<file path="src/rtl/debug_pkg.sv">
// Shared types for the debug trace buffer: default sizes, FSM state enum, trace entry.
// Latency: n/a (types only).
// Backpressure: n/a.
// Optional feature macro: TRACE_TIMESTAMP_EN adds an 8-bit step stamp to each entry.
package debug_pkg;

  localparam int DEPTH_DEF = 8;   // trace entries, power of two, 2..16
  localparam int EW_DEF    = 16;  // display width: {alu_byte, res_byte}

  typedef enum logic {
    LIVE   = 1'b0,
    BROWSE = 1'b1
  } trace_state_t;

  typedef struct packed {
    logic [7:0] alu;
    logic [7:0] res;
`ifdef TRACE_TIMESTAMP_EN
    logic [7:0] stamp;
`endif
  } trace_entry_t;

endpackage

</file>
<file path="src/rtl/debug_trace_buffer_ram.sv">
// trace_ram: DEPTH x trace_entry_t storage, one synchronous write port, one async read port.
// Latency: write lands on the clk edge; read is combinational from the array.
// Backpressure: none; a write is accepted every cycle we is high.
// Ports: clk, we/waddr/wdata (write), raddr/rdata (read). The array has no reset.
module trace_ram
  import debug_pkg::*;
#(
  parameter int DEPTH = DEPTH_DEF
) (
  input  logic                       clk,
  input  logic                       we,
  input  logic [$clog2(DEPTH)-1:0]   waddr,
  input  trace_entry_t               wdata,
  input  logic [$clog2(DEPTH)-1:0]   raddr,
  output trace_entry_t               rdata
);

  trace_entry_t mem [DEPTH];

  always_ff @(posedge clk) begin
    if (we) begin
      mem[waddr] <= wdata;
    end
  end

  assign rdata = mem[raddr];

endmodule

</file>
<file path="src/rtl/debug_trace_buffer.sv">
// Single-step trace history with a LIVE / BROWSE display pager for a 4-digit display.
// Latency: step is delayed one clk before capture; display outputs are registered (1 clk).
// Backpressure: none; when full the oldest entry is overwritten.
// Ports: clk, reset (async active-low), step/alu_in/res_in (capture), scroll, clear,
//        disp_val/disp_idx/browsing/disp_stamp (display), count (valid entries).
// Optional feature macro: TRACE_TIMESTAMP_EN (8-bit step stamp per entry on disp_stamp).
module debug_trace_buffer
  import debug_pkg::*;
#(
  parameter int DEPTH = DEPTH_DEF,
  parameter int EW    = EW_DEF
) (
  input  logic          clk,
  input  logic          reset,
  input  logic          step,
  input  logic [7:0]    alu_in,
  input  logic [7:0]    res_in,
  input  logic          scroll,
  input  logic          clear,
  output logic [EW-1:0] disp_val,
  output logic [3:0]    disp_idx,
  output logic [4:0]    count,
  output logic          browsing,
  output logic [7:0]    disp_stamp
);

  localparam int              AW       = $clog2(DEPTH);
  localparam logic [AW-1:0]   PTR_ONE  = AW'(1);
  localparam logic [4:0]      CNT_FULL = 5'(DEPTH);

  trace_state_t  state_q, state_d;
  logic [AW-1:0] wr_ptr_q, wr_ptr_d;
  logic [AW-1:0] offset_q, offset_d;
  logic [4:0]    count_q, count_d;
  logic          step_dly_q, step_dly_d;
  logic [EW-1:0] disp_val_q, disp_val_d;
  logic [3:0]    disp_idx_q, disp_idx_d;
  logic          browsing_q, browsing_d;

  logic          wr_en;
  trace_entry_t  wr_entry;
  logic [AW-1:0] rd_addr;
  trace_entry_t  rd_entry;

`ifdef TRACE_TIMESTAMP_EN
  logic [7:0]    stamp_q, stamp_d;
  logic [7:0]    disp_stamp_q, disp_stamp_d;
`endif

  trace_ram #(
    .DEPTH (DEPTH)
  ) u_ram (
    .clk   (clk),
    .we    (wr_en),
    .waddr (wr_ptr_q),
    .wdata (wr_entry),
    .raddr (rd_addr),
    .rdata (rd_entry)
  );

  always_comb begin
    state_d    = state_q;
    wr_ptr_d   = wr_ptr_q;
    offset_d   = offset_q;
    count_d    = count_q;
    // A step pulse arriving with clear is dropped too, so clear never leaves a
    // capture pending for the following cycle.
    step_dly_d = step & ~clear;
    wr_en      = 1'b0;
    wr_entry     = '0;
    wr_entry.alu = alu_in;
    wr_entry.res = res_in;
`ifdef TRACE_TIMESTAMP_EN
    // Entry carries the counter value before this write's increment.
    wr_entry.stamp = stamp_q;
    stamp_d        = stamp_q;
`endif

    if (clear) begin
      state_d  = LIVE;
      wr_ptr_d = '0;
      offset_d = '0;
      count_d  = '0;
`ifdef TRACE_TIMESTAMP_EN
      stamp_d  = '0;
`endif
    end else if (step_dly_q) begin
      wr_en    = 1'b1;
      wr_ptr_d = wr_ptr_q + PTR_ONE;
      if (count_q != CNT_FULL) begin
        count_d = count_q + 5'd1;
      end
`ifdef TRACE_TIMESTAMP_EN
      stamp_d  = stamp_q + 8'd1;
`endif
      // Keep the same entry on screen; once it is the one being overwritten, go LIVE.
      if (state_q == BROWSE) begin
        if (5'(offset_q) + 5'd1 == count_d) begin
          state_d  = LIVE;
          offset_d = '0;
        end else begin
          offset_d = offset_q + PTR_ONE;
        end
      end
    end else if (scroll) begin
      if (state_q == LIVE) begin
        if (count_q != 5'd0) begin
          state_d  = BROWSE;
          offset_d = '0;
        end
      end else if (5'(offset_q) + 5'd1 < count_q) begin
        offset_d = offset_q + PTR_ONE;
      end else begin
        state_d  = LIVE;
        offset_d = '0;
      end
    end

    // Display follows the next state so it changes on the same edge as the FSM.
    // The read address never equals the slot written this cycle (that case goes LIVE),
    // so the async read of the pre-write array is the right data.
    rd_addr    = wr_ptr_d - PTR_ONE - offset_d;
    browsing_d = (state_d == BROWSE);
    if (state_d == BROWSE) begin
      disp_val_d = EW'({rd_entry.alu, rd_entry.res});
      disp_idx_d = 4'(offset_d);
    end else begin
      disp_val_d = EW'({alu_in, res_in});
      disp_idx_d = 4'd0;
    end
`ifdef TRACE_TIMESTAMP_EN
    disp_stamp_d = (state_d == BROWSE) ? rd_entry.stamp : stamp_d;
`endif
  end

  always_ff @(posedge clk or negedge reset) begin
    if (!reset) begin
      state_q      <= LIVE;
      wr_ptr_q     <= '0;
      offset_q     <= '0;
      count_q      <= '0;
      step_dly_q   <= 1'b0;
      disp_val_q   <= '0;
      disp_idx_q   <= '0;
      browsing_q   <= 1'b0;
`ifdef TRACE_TIMESTAMP_EN
      stamp_q      <= '0;
      disp_stamp_q <= '0;
`endif
    end else begin
      state_q      <= state_d;
      wr_ptr_q     <= wr_ptr_d;
      offset_q     <= offset_d;
      count_q      <= count_d;
      step_dly_q   <= step_dly_d;
      disp_val_q   <= disp_val_d;
      disp_idx_q   <= disp_idx_d;
      browsing_q   <= browsing_d;
`ifdef TRACE_TIMESTAMP_EN
      stamp_q      <= stamp_d;
      disp_stamp_q <= disp_stamp_d;
`endif
    end
  end

  assign disp_val = disp_val_q;
  assign disp_idx = disp_idx_q;
  assign count    = count_q;
  assign browsing = browsing_q;
`ifdef TRACE_TIMESTAMP_EN
  assign disp_stamp = disp_stamp_q;
`else
  assign disp_stamp = 8'd0;
`endif

endmodule

</file>
<file path="config.mk">
export PLATFORM = sky130hd
export DESIGN_NAME = debug_trace_buffer
export DESIGN_NICKNAME = d
export VERILOG_FILES = /design/src/rtl/debug_pkg.sv /design/src/rtl/debug_trace_buffer_ram.sv /design/src/rtl/debug_trace_buffer.sv
export SDC_FILE = /design/constraint.sdc
export NUM_CORES = 1
export LEC_CHECK = 0
export ABC_AREA = 1
export BUFFER_PORTS_ARGS = -buffer_cell sky130_fd_sc_hd__buf_2
export CORE_AREA = 2 2 144 146
export CTS_CLUSTER_DIAMETER = 150
export DETAILED_ROUTE_END_ITERATION = 16
export DIE_AREA = 0 0 146 148
export GPL_TIMING_DRIVEN = 0
export PLACE_DENSITY_LB_ADDON = 0.08
export SLEW_MARGIN = 20
export SYNTH_ARGS = -nofsm -noshare
export SYNTH_HDL_FRONTEND = slang
export SYNTH_SLANG_ARGS = --single-unit
</file>
<file path="constraint.sdc">
create_clock -name clk -period 5 [get_ports clk]
set_input_delay 0.25 -clock clk [delete_from_list [all_inputs] [get_ports clk]]
set_output_delay 0.25 -clock clk [all_outputs]
set_load 0.005 [all_outputs]
</file>
======== Yosys cells after proc, flatten, opt, wreduce, memory -nomap -nowiden ========
Memory sizes are Yosys's and may differ from the RTL's.
Index checks and enable logic that the tools add are counted.
Widths: inputs -> output; s select.
cells by class
  add/sub/neg operators ................... 6
  order comparisons ....................... 1
  reduce and logical (&&, ||, !) cells .... 2
  mux-type cells .......................... 29
  bitwise gates (word level) .............. 2
  eq/ne operators ......................... 2
operators by type and width
  cell                 number
  $mux 3               11
  $mux 5               5
  $mux 16              1
  $mux 1               12
  $add 3x1->3 const B  2
  $add 5x1->5 const B  1
  $eq 5x5->1           1
  $lt 4x5->1           1
  $ne 5x4->1 const B   1
  $reduce_bool 5->1    1
  $add 3x1->4 const B  1
  $sub 3x1->3 const B  1
  $sub 3x3->3          1
  $reduce_bool 2->1    1
  $and 1x1->1          1
  $not 1->1            1
word-level totals
  logic and storage cells ................. 50
  register bits ........................... 33
  input port bits ......................... 21
  bits in writable memories ............... 128
  memories kept ........................... 1
memory list
  memory     depth  bits a word  read ports  clocked after memory_dff  wr ports  RTL line                      RTL
  u_ram.mem  8      16           1           0                         1         debug_trace_buffer_ram.sv:18  trace_entry_t mem [DEPTH];

======== Longest topological paths before layout ========
An unclocked memory read counts as a cell.
  word-level depth ........................ 12
  mapped depth ............................ 25
  mapped depth without buffers ............ 24

======== Hierarchy ========
Synthesis repeated with hierarchy kept, for this count alone.
second synthesis, totals
  cells, all modules ...................... 804
  area total of the unflattened synthesis .. 7,483.4 um2
modules (own cells, without submodules)
  module              area each (um2)  cells an instance  times used
  trace_ram           5,669.2          571                1
  debug_trace_buffer  1,814.2          233                1

======== Least setup slack after synthesis ========
No wires, ideal clock.
  kind .................................... reg2reg
  from .................................... register offset_q[0]
  to ...................................... register disp_val_q[13], in the netlist disp_val[13]
  cell stages (with the launch flop) ...... 23
  path slack .............................. 1.492 ns
  arrival time ............................ 3.443 ns
  clock period less this slack ............ 3.508 ns
  library setup time ...................... 0.065 ns
  data required time ...................... 4.935 ns
  cell sequence ........................... dfrtp_1 -> ha_1 -> inv_1 -> nand2_1 -> nand2_1 -> inv_1 -> ha_1 -> a21oi_1 -> or2_0 -> nand3_1 -> nor2_1 -> o221ai_1 -> nand2_1 -> inv_1 -> ha_1 -> fa_1 -> clkbuf_1 -> clkbuf_1 -> a21oi_1 -> a32o_1 -> nand3_1 -> nand3_2 -> nand2_1
on the way
  longest elaborated chain between the ends .. 10
  elaborated cells on any way between the ends .. 22
  classes of those cells .................. add/sub (3); order compare (1); eq/ne (1); mux (16); memory (1)
RTL lines
  what                      RTL line                                             RTL
  from (decl)               debug_trace_buffer.sv:33                             logic [AW-1:0] offset_q, offset_d;
  from (signal assigned)    debug_trace_buffer.sv:153                            offset_q <= offset_d;
  $add 3x1->4               debug_trace_buffer.sv:98, debug_trace_buffer.sv:111
  $lt 4x5->1                debug_trace_buffer.sv:111                            end else if (5'(offset_q) + 5'd1 < count_q) begin
  $mux 3                    debug_trace_buffer.sv:111
  $mux 3                    debug_trace_buffer.sv:106                            if (state_q == LIVE) begin
  $mux 3                    debug_trace_buffer.sv:105                            end else if (scroll) begin
  $mux 3 *                  debug_trace_buffer.sv:87                             end else if (step_dly_q) begin
  $mux 3 *                  debug_trace_buffer.sv:79                             if (clear) begin
  named net offset_d[0]     debug_trace_buffer.sv:33
  $sub 3x3->3 *             debug_trace_buffer.sv:122                            rd_addr = wr_ptr_d - PTR_ONE - offset_d;
  $mem_v2 8x16 *            --
  $mux 16 *                 debug_trace_buffer.sv:124                            if (state_d == BROWSE) begin
  named net disp_val_d[13]  debug_trace_buffer.sv:36                             logic [EW-1:0] disp_val_q, disp_val_d;
  to (signal assigned)      debug_trace_buffer.sv:156                            disp_val_q <= disp_val_d;
  to (decl)                 debug_trace_buffer.sv:36
The timed path passes the listed nets; every way through them passes the cells marked *.
A chain may end at the register's enable or synchronous reset.

======== Worst setup path in the final report ========
  from .................................... register offset_q[0]
  to ...................................... register disp_val_q[7], in the netlist disp_val[7]
The elaborated chain is that of the path after synthesis.

==> metrics.md <==
| Metric | Value |
|---|---|
| Final cell count without fillers | `949` |
| Minimum clock period | `4.472 ns` |
| Final core occ | `40.87%` |
| Final standard cell area without fillers | `8189 sq um` |
| Commonest non-fill, non-tap cell in the layout | `nand2_1` |
| Register-to-Register Setup Slack | `around 0.53 ns` |
| Kind of end point of the critical path | `register` |
| Max-slew violation count | `0` |
| Post-synth ARST share | `20.00%` |
| Finish-stage setup viols | `0` |
| Share of synthesized area occupied by flip-flops and latches | `67.28%` |
| Length in cells of the worst reg-to-reg path | `21` |
| R2r startpoint | `offset_q[0]` |
| Data arrival time of the critical path | `4.77 ns` |
| Commonest register cell after synthesis | `edfxtp_1` |
| Overall overflow remaining after global route | `0` |
| Floorplan die width | `146 um` |
| Number of buffer and inverter instances along the worst setup path | `5` |
| Share of cells above drive strength 1 | `21.35%` |
| Global-route wire length before repair | `27630 um` |
| Count of maximum capacitance violations | `0` |
| Status | `completed` |
| Vertical die dimension | `148 um` |
| Largest net degree at the start of global routing | `33` |
| Synthesized-area fraction occupied by xor and xnor cells | `less than 1%` |
| Type of the worst min-delay path | `in2reg` |
| Clock-pin slew on the worst setup and hold paths | `0.07 ns` |
| Largest buffer count on any clock path | `2` |
| Largest delay share family, worst path | `buffers and inverters` |
| Most common cell type on the critical path | `nand2_1` |
| Count of yosys warnings during synthesis | `0` |
| Crit-path slowest cell | `clkbuf_1` |
| Starting utilization of the core area | `34.45%` |
| Slowest stage delay, CP | `0.59 ns` |
| Post-place instance area | `7614 sq um` |
| Setup repair after global routing missed its margin | `false` |
| Antenna Nets Post-Route | `0` |
| Dominant combinational cell family by area after synthesis | `simple AND/OR/NAND/NOR gates` |
| Power per Cell Area | `370.2 nW/um^2` |
| Number of top-level design ports | `55` |
| CP startpoint kind | `register` |
| # clock sinks | `160` |
| Final clock period utilization by the worst path | `89.44%` |
| Core Box Area | `about 20000 sq um` |
| Mean number of vias per cell | `about 4.9` |
| Hold Buf Count CTS | `1` |
| Initial antenna violation count | `0` |
| Hold-critical path endpoint | `step_dly_q` |
| Clock tree skew after final layout | `between 0.009 and 0.01 ns` |
| Syn Inst Count | `585` |
| R2r endpoint | `disp_val[7]` |
| Number of gates resized after CTS | `0` |
| CTS tree | `built` |
| Wire length per cell | `18.69 um` |
| RD Place Congestion | `0.7975` |
| Clock tree root buffer cell | `clkbuf_16` |
| Average footprint of a synthesized cell | `11.80 sq um` |
| Standby leakage power | `~3.1 nW` |
| Final hold violation count | `0` |
| Peak supply drop | `218.0 uV` |
| Hold path start | `step` |
| Number of antenna diodes | `0` |
| Number of buffers created by CTS | `17` |
| Crit Path Class | `reg2reg` |
| Share of synthesized area spent on multiplexers | `0%` |
| Worst hold path cell count | `3` |
| Half-perimeter wire length after detailed placement | `roughly 12000 um` |
| Post-synthesis adder-cell area fraction | `1.740%` |
| Total Power | `3.031 mW` |
| Aggregate negative setup slack | `0 ns` |
| Required time of the critical path | `5.29 ns` |
| Count of vias placed by the detailed router | `4612` |
| Min Hold Slack | `0.02327 ns` |
| Number of placement rows | `52` |
| Wire length after detailed routing | `17740 um` |
| Layout overhead on the synthesized area | `18.63%` |
| Relative max-transition margin | `45.78%` |
| Max Clk Rate | `approximately 220 MHz` |
| Worst-case setup margin in the final layout | `0.5281 ns` |
| Commonest non-fill, non-tap cells in the layout | `176 x nand2_1, 128 x edfxtp_1, 47 x buf_2` |
| Simple-gate area share of the yosys netlist | `17.56%` |
| Pre-CTS setup slack | `0.5287 ns` |
| Vias in the first global route | `4685` |
| Slew at the pin with the worst max-slew slack | `0.8134 ns` |
| Share of the synthesized area in compound gates (AO/OA/AOI/OAI) | `8.610%` |
| Detailed-routing iteration count for the pre-antenna-repair pass | `5` |
| Synthesized cell area | `6903 sq um` |
| Count of unique library cells instantiated by Yosys | `35` |
| H-tree levels | `4` |
| DRC violations left | `0` |
| GRT Util Overall | `17.28%` |
| Total die area | `21610 sq um` |
| Insertion delay of the later-clocked pin in the worst-skew pair | `0.43 ns` |
| Number of enable-type register cells in the synthesized netlist | `128` |
| #FFs+latches synth | `160` |
| Setup Fix Bufs, Post-CTS | `0` |
| Drt first-iter violations | `338` |
| Quantity of I/O buffers inserted on ports | `45` |
| Ordered list of cells on the worst path | `ha_1, inv_1, nand2_1, nand2_1, inv_1, ha_1, a21oi_1, or2_0, nand3_1, nor2_1, o221ai_1, nand2_1, inv_1, ha_1, fa_1, clkbuf_1, clkbuf_1, a32o_1, nand2_2, nand3_2, nand2_1` |
| Number of instances in the placed design | `916` |
| Crit Path Max Fanout | `10` |
| Net count reported at finish | `roughly 700` |
-- tightest hold or removal path, cell delays in order --
cell    delay, ns
buf_2        0.09
inv_1        0.04
nor2_1       0.03
-- synth_stat cells (4+ instances only) --
library cell,count,area share (%)
nor2_2,4,0.36
nand2_2,12,1.1
nor2_1,17,0.92
a21oi_1,36,2.6
edfxtp_1,128,56
ha_1,8,1.5
buf_4,10,1.1
o21ai_0,7,0.51
nand3_1,35,2.5
a32o_1,32,4.6
nand2_1,176,9.6
nand3_2,11,1.6
inv_1,23,1.3
clkbuf_1,19,1.0
dfrtp_1,32,12
inv_2,7,0.38
-- layout make-up --
type	count	area, sq um
Fill cell	1986	11850
Sequential cell	160	4644
Multi-Input combinational cell	367	1998
Clock buffer	20	456.7
Tap cell	270	337.8
Timing Repair Buffer	54	332.8
Buffer	35	193.9
Inverter	31	116.4
Clock inverter	12	108.9
-- power by group --
part	internal, mW	switching (mW)	leakage [nW]
sequential	1.46	0.00871	1.56
clock	0.712	0.530	0.268
combinational	0.109	0.211	1.29
-- kinds of logic after synthesis --
group,Yosys count
other cells,1
buf+inv,66
simple gates,263
fa+ha+maj,9
flops,160
xor+xnor,2
compound gates,84
-- how the worst max path moves through the flow --
| stage | startpoint | to | slack (ns) | cells after the start |
|---|---|---|---|---|
| floorplan | offset_q[0] | disp_val[13] | 1.49 | 22 |
| finish | offset_q[0] | disp_val[7] | 0.53 | 21 |
| global placement | offset_q[0] | disp_val[5] | 0.58 | 21 |
| CTS | offset_q[0] | disp_val[5] | 0.51 | 21 |
| detailed placement | offset_q[0] | disp_val[5] | 0.53 | 21 |
| global route | offset_q[0] | disp_val[5] | 0.23 | 21 |
-- metal layers --
metal | wire length, um | vias up | GRT usage, %
li1 | - | 2213 | -
met1 | 8196 | 2279 | 23.50
met2 | 8682 | 101 | 28.40
met3 | 665 | 19 | 3.735
met4 | 196 | 0 | 4.369
met5 | 0 | - | 0
-- sequential cells by signal, summed over array words and instances, names as in the netlist --
name	count
browsing	1
count	5
disp_idx	3
disp_val	16
offset_q	3
step_dly_q	1
u_ram.mem	128
wr_ptr_q	3
(Power assumes the default switching activity.)
